## src/rtl/data_ram_responder.sv

```systemverilog
// Purpose : RAM responder with a posted write buffer, read forwarding and a single-port array.
// Latency : reads return one cycle after the request edge; writes reach the array when the port is free.
// Backpr. : none toward the core; ram_busy flags a full buffer, dropped writes set sticky overflow.
//
// Ports:
//   clk, rst               clock (rising edge) and asynchronous active-high reset
//   ram_rd_en, addr_rd     read request / address, data_rd holds the registered result
//   ram_wr_en, addr_wr,    write request / address / data, posted into the write buffer
//   data_wr
//   ram_busy               buffer full
//   wbuf_count             buffer occupancy
//   overflow               sticky, a write was dropped since reset
module data_ram_responder #(
    parameter int DATA_WIDTH = 8,
    parameter int BUS_WIDTH  = 8,
    parameter int WBUF_DEPTH = 2,
    parameter int CNT_WIDTH  = 2
) (
    input  logic                  clk,
    input  logic                  rst,
    input  logic                  ram_rd_en,
    input  logic [BUS_WIDTH-1:0]  addr_rd,
    output logic [DATA_WIDTH-1:0] data_rd,
    input  logic                  ram_wr_en,
    input  logic [BUS_WIDTH-1:0]  addr_wr,
    input  logic [DATA_WIDTH-1:0] data_wr,
    output logic                  ram_busy,
    output logic [CNT_WIDTH-1:0]  wbuf_count,
    output logic                  overflow
);

    localparam int PTR_W     = (WBUF_DEPTH > 1) ? $clog2(WBUF_DEPTH) : 1;
    localparam int MEM_DEPTH = 1 << BUS_WIDTH;

    localparam logic [CNT_WIDTH-1:0] DEPTH_C  = CNT_WIDTH'(WBUF_DEPTH);
    localparam logic [PTR_W-1:0]     LAST_PTR = PTR_W'(WBUF_DEPTH - 1);

    typedef struct packed {
        logic [BUS_WIDTH-1:0]  addr;
        logic [DATA_WIDTH-1:0] data;
    } wbuf_entry_t;

    typedef enum logic [1:0] {
        OCC_EMPTY   = 2'd0,
        OCC_PARTIAL = 2'd1,
        OCC_FULL    = 2'd2
    } occ_state_t;

    // Storage array: single port, never reset.
    logic [DATA_WIDTH-1:0] mem_array [MEM_DEPTH];

    wbuf_entry_t           wbuf_q [WBUF_DEPTH];
    wbuf_entry_t           wbuf_d [WBUF_DEPTH];
    logic [PTR_W-1:0]      head_q, head_d;
    logic [PTR_W-1:0]      tail_q, tail_d;
    logic [CNT_WIDTH-1:0]  count_q, count_d;
    occ_state_t            occ_q, occ_d;
    logic                  busy_q, busy_d;
    logic                  ovf_q, ovf_d;
    logic [DATA_WIDTH-1:0] data_rd_q, data_rd_d;

    logic                  fwd_hit;
    logic [DATA_WIDTH-1:0] fwd_data;
    logic                  push;
    logic                  pop;

    function automatic logic [PTR_W-1:0] ptr_inc(input logic [PTR_W-1:0] p);
        return (p == LAST_PTR) ? '0 : p + 1'b1;
    endfunction

    // Physical slot of the entry that is 'age' places behind the head.
    function automatic logic [PTR_W-1:0] age_slot(input logic [PTR_W-1:0] head, input int age);
        int s;
        s = int'(head) + age;
        if (s >= WBUF_DEPTH) begin
            s = s - WBUF_DEPTH;
        end
        return PTR_W'(s);
    endfunction

    // Forwarding lookup: scan oldest to newest so the newest matching entry wins.
    always_comb begin
        fwd_hit  = 1'b0;
        fwd_data = '0;
        for (int i = 0; i < WBUF_DEPTH; i++) begin
            if ((i < int'(count_q)) && (wbuf_q[age_slot(head_q, i)].addr == addr_rd)) begin
                fwd_hit  = 1'b1;
                fwd_data = wbuf_q[age_slot(head_q, i)].data;
            end
        end
    end

    always_comb begin
        // A read miss needs the array port, so the drain waits for it.
        pop  = (count_q != '0) && (!ram_rd_en || fwd_hit);
        // Room is judged after this edge's drain, so a full buffer still accepts with a pop.
        push = ram_wr_en && ((count_q != DEPTH_C) || pop);

        head_d = pop  ? ptr_inc(head_q) : head_q;
        tail_d = push ? ptr_inc(tail_q) : tail_q;

        wbuf_d = wbuf_q;
        if (push) begin
            wbuf_d[tail_q] = '{addr: addr_wr, data: data_wr};
        end

        count_d = count_q;
        if (push && !pop) begin
            count_d = count_q + 1'b1;
        end else if (pop && !push) begin
            count_d = count_q - 1'b1;
        end

        occ_d = occ_q;
        case (occ_q)
            OCC_EMPTY: begin
                if (push && !pop) begin
                    occ_d = (WBUF_DEPTH == 1) ? OCC_FULL : OCC_PARTIAL;
                end
            end
            OCC_PARTIAL: begin
                if (push && !pop && (count_q == DEPTH_C - 1'b1)) begin
                    occ_d = OCC_FULL;
                end else if (pop && !push && (count_q == CNT_WIDTH'(1))) begin
                    occ_d = OCC_EMPTY;
                end
            end
            OCC_FULL: begin
                if (pop && !push) begin
                    occ_d = (WBUF_DEPTH == 1) ? OCC_EMPTY : OCC_PARTIAL;
                end
            end
            default: occ_d = OCC_EMPTY;
        endcase

        busy_d = (occ_d == OCC_FULL);
        ovf_d  = ovf_q | (ram_wr_en & ~push);

        // Lookup sees pre-edge state: a same-edge write is not forwarded.
        data_rd_d = data_rd_q;
        if (ram_rd_en) begin
            data_rd_d = fwd_hit ? fwd_data : mem_array[addr_rd];
        end
    end

    always_ff @(posedge clk or posedge rst) begin
        if (rst) begin
            for (int i = 0; i < WBUF_DEPTH; i++) begin
                wbuf_q[i] <= '0;
            end
            head_q    <= '0;
            tail_q    <= '0;
            count_q   <= '0;
            occ_q     <= OCC_EMPTY;
            busy_q    <= 1'b0;
            ovf_q     <= 1'b0;
            data_rd_q <= '0;
        end else begin
            wbuf_q    <= wbuf_d;
            head_q    <= head_d;
            tail_q    <= tail_d;
            count_q   <= count_d;
            occ_q     <= occ_d;
            busy_q    <= busy_d;
            ovf_q     <= ovf_d;
            data_rd_q <= data_rd_d;
        end
    end

    // Drain port. Gated by pop, which is never asserted while rst is high
    // after the first edge, so pending entries are discarded on reset.
    always_ff @(posedge clk) begin
        if (pop && !rst) begin
            mem_array[wbuf_q[head_q].addr] <= wbuf_q[head_q].data;
        end
    end

    assign data_rd    = data_rd_q;
    assign ram_busy   = busy_q;
    assign wbuf_count = count_q;
    assign overflow   = ovf_q;

endmodule

```

## config.mk

```make
export PLATFORM = sky130hd
export DESIGN_NAME = data_ram_responder
export DESIGN_NICKNAME = d
export VERILOG_FILES = /design/src/rtl/data_ram_responder.sv
export SDC_FILE = /design/constraint.sdc
export NUM_CORES = 2
export LEC_CHECK = 0
export CAP_MARGIN = 15
export CORE_UTILIZATION = 55
export CTS_CLUSTER_DIAMETER = 150
export DETAILED_ROUTE_END_ITERATION = 7
export GPL_ROUTABILITY_DRIVEN = 0
export PLACE_DENSITY = 0.71
export SKIP_LAST_GASP = 1
export SYNTH_ARGS = -nofsm -noshare
export SYNTH_HDL_FRONTEND = slang
export SYNTH_SLANG_ARGS = --single-unit
```

## constraint.sdc

```tcl
create_clock -name clk -period 6.25 [get_ports clk]
set_input_delay 1.5625 -clock clk [delete_from_list [all_inputs] [get_ports clk]]
set_output_delay 1.5625 -clock clk [all_outputs]
set_load 0.01 [all_outputs]
```

==> flow_summary_export.csv <==
group,metric,value,unit
sta,hold_ws,0.465,ns
routing,detail-route-antenna-nets,0,
sta,fmaxAchievable,0.196,GHz
layout,layout.nets,4133,
die,core_area,148000,um^2
yosys,ys_seq_area_share,76.4,%
die,die_w,388,um
layout,area_growth,11.0,%
yosys,synth_edf_count,2048,
clock_tree,ctsResizeCount,0,
die,initial_core_util,55.5,%
global_routing,grt_pass1_wl,292000,um
sta,hold_viol_final,0,
routing,dr.pass1.iters,6,
yosys,synth_fa_ha_area_share,0.0457,%
routing,num_vias,41118,
flow_run,cap_viol_max_count,0,
power,p_leak,28.6,nW
sta,setup_viol,0,
clock_tree,insertion_delay,0.82,ns
placed_design,post-place-ws,0.415,ns
layout,regArea,62700,um^2
clock_tree,post_cts_buffers,0,
layout,final_area,91100,um^2
run_status,outcome,"complete, no violations",
yosys,synth_ff_type,"edfxtp_1",
sta,relSlewSlack,22.0,%
yosys,syn_area,82100,um^2
clock_tree,hold_buffers,0,
placed_design,placed_area,84800,um^2
sta,slew_viol_final,0,
yosys,synth-xor-area-share,0.213,%
clock_tree,tritoncts,"yes",
yosys,yosys.area_share.simple,2.93,%
layout,layout-drive-gt1-share,21.4,%
clock_tree,cts.root.buffer_cell,"clkbuf_16",
die,io_pins,40,
setup_path,critical_path_class,"register to register",
sta,finClkSkew,0.0222,ns
layout,final_util,61.5,%
yosys,syn_nets,4045,
setup_path,worstPathArrival,5.54,ns
power,power,37.0,mW
setup_path,worst_setup_path_start_kind,"register",
sta,period_share,81.6,%
yosys,synth.area.mux_share,15.7,%
clock_tree,cts_max_level,4,
global_routing,grt_pass1_vias,40492,
global_routing,grt_max_degree,173,
routing,via_per_inst,6.63,
clock_tree,numCtsBuffers,194,
layout,fillers,9990,
layout,layout.cells.non_filler,6198,
power,p_per_area,406,nW/um^2
global_routing,grt_util_all_layers,27.1,%
die,die_h,388,um
placed_design,port_buffers,39,
setup_path,end_kind,"register",
placed_design,dpl.cell_count,5836,
setup_path,crit_path_max_fanout,52,
clock_tree,cts.clk_slew.worst_paths,0.06,ns
sta,setup_tns,0,ns
yosys,synth.avg_cell_area,20.4,um^2
clock_tree,clock_path_buffers,3,
global_routing,overflow,0,
sta,worstMarginPinSlew,1.16,ns
yosys,synth_cells,4014,
yosys,synth_compound_area_share,3.37,%
clock_tree,cts_sinks,2096,
yosys,yosys_warnings,0,
routing,drt_iter0_drc,5468,
yosys,async_flop_share,2.29,%
power,ir_drop,0.788,mV
die,dieArea,151000,um^2
die,rows,141,
setup_path,rrSetupSlack,1.15,ns
routing,drc,0,
global_routing,antenna_found_initial,4,
placed_design,dp_hpwl,119000,um
yosys,synth_seq_cells,2096,
yosys,synth_top_family_by_area,"multiplexers",
setup_path,crit_required,6.69,ns
routing,finalWirelength,202000,um
yosys,synth_cell_types,65,
routing,wl_per_cell,32.6,um
min_path,hold_class,"register to register",
sta,timing.final.crit_period,5.10,ns
sta,rsz0062_at_grt,"false",
sta,setup_ws,1.15,ns
layout,multiInputGateArea,18400,um^2
-- state kept, by name (all words and copies together) (netlist names) --
| register | cells |
|---|---|
| head_q | 1 |
| mem_array | 2048 |
| wbuf_q | 32 |
| occ_q | 2 |
| wbuf_count | 2 |
| overflow | 1 |
| ram_busy | 1 |
| data_rd | 8 |
| tail_q | 1 |
-- power breakdown --
part | internal, mW | switching (mW)
clock network | 6.47 | 5.15
registers | 18.9 | 0.271
logic | 1.14 | 5.02
-- cells in the final DEF (no fill, tap or decap), drive strengths merged, types with 10 or more instances in the layout --
cell type,instances
bufinv,17
a211oi,22
o21ai,38
a21oi,71
nand3,33
dfrtp,48
nor3,23
clkbuf,223
mux2,40
a22oi,120
edfxtp,2048
a221oi,10
nor2,304
o22ai,19
clkinv,92
nand2,106
clkinvlp,19
nand2b,22
xnor2,11
inv,22
mux4,450
mux2i,231
clkdlybuf4s50,33
buf,93
o221ai,40
nor2b,12
a22o,10
-- final cells by class --
| class | instances | area share, % |
|---|---|---|
| flip-flops and latches | 2096 | 68.8 |
| multi-input cells | 1671 | 20.2 |
| clock buffers | 223 | 5.50 |
| well taps | 1930 | 2.65 |
| repair buffers | 126 | 1.36 |
| clock inverters | 137 | 1.36 |
| inverters | 13 | 0.0536 |
| diodes | 2 | 0.00550 |
-- Yosys cell counts, types with 19 or more instances --
cell / n / area share [%]
a21oi_1: 71 / 0.43
mux4_2: 450 / 12
mux2_2: 39 / 0.54
nand2b_1: 22 / 0.17
edfxtp_1: 2048 / 75
nor3_1: 23 / 0.14
dfrtp_1: 48 / 1.5
clkbuf_1: 108 / 0.49
mux2i_1: 231 / 2.8
o22ai_1: 19 / 0.14
nand2_1: 98 / 0.45
a211oi_1: 22 / 0.20
buf_2: 76 / 0.46
o221ai_1: 40 / 0.43
o21ai_0: 37 / 0.23
nor2_1: 302 / 1.4
a22oi_1: 120 / 1.1
nand3_1: 33 / 0.20
buf_1: 36 / 0.16
-- metal layers --
metal | routed length (um) | vias up | GRT usage [%]
met5 | 0 | - | 0
met3 | 21900 | 376 | 6.15
li1 | - | 16805 | -
met2 | 93500 | 2376 | 40.8
met1 | 79500 | 21561 | 39.7
met4 | 7040 | 0 | 9.10
-- path summary, 6_finish.rpt --
path / startpoint / to / depth (start not counted)
worst max-delay path: head_q / mem_array[230][7] / 9
worst min-delay path: overflow / overflow / 1
worst max register to register: head_q / mem_array[230][7] / 9
worst min register to register: overflow / overflow / 1
max in group asynchronous: rst / head_q / 3
min in group asynchronous: rst / overflow / 2
-- kinds of logic (layout without fill, tap and decap cells) --
family / after synthesis / in the layout
flip-flops: 2096 / 2096
buffers and inverters: 247 / 499
multiplexers: 721 / 721
AND/OR/NAND/NOR: 541 / 541
AO/OA/AOI/OAI: 386 / 386
other: 0 / 2
adder cells (fa/ha/maj): 3 / 3
XOR/XNOR: 20 / 20
-- critical path: stages (launching register included) --
cell	delay [ns]
dfrtp_2	1.03
mux2i_1	0.32
xor2_1	0.18
nand4_1	0.12
or4_1	0.63
and3_1	0.41
nor4_4	0.43
nand2_2	0.48
buf_4	0.44
nor2_1	0.63
No activity file was read; power rests on OpenSTA's default activity.
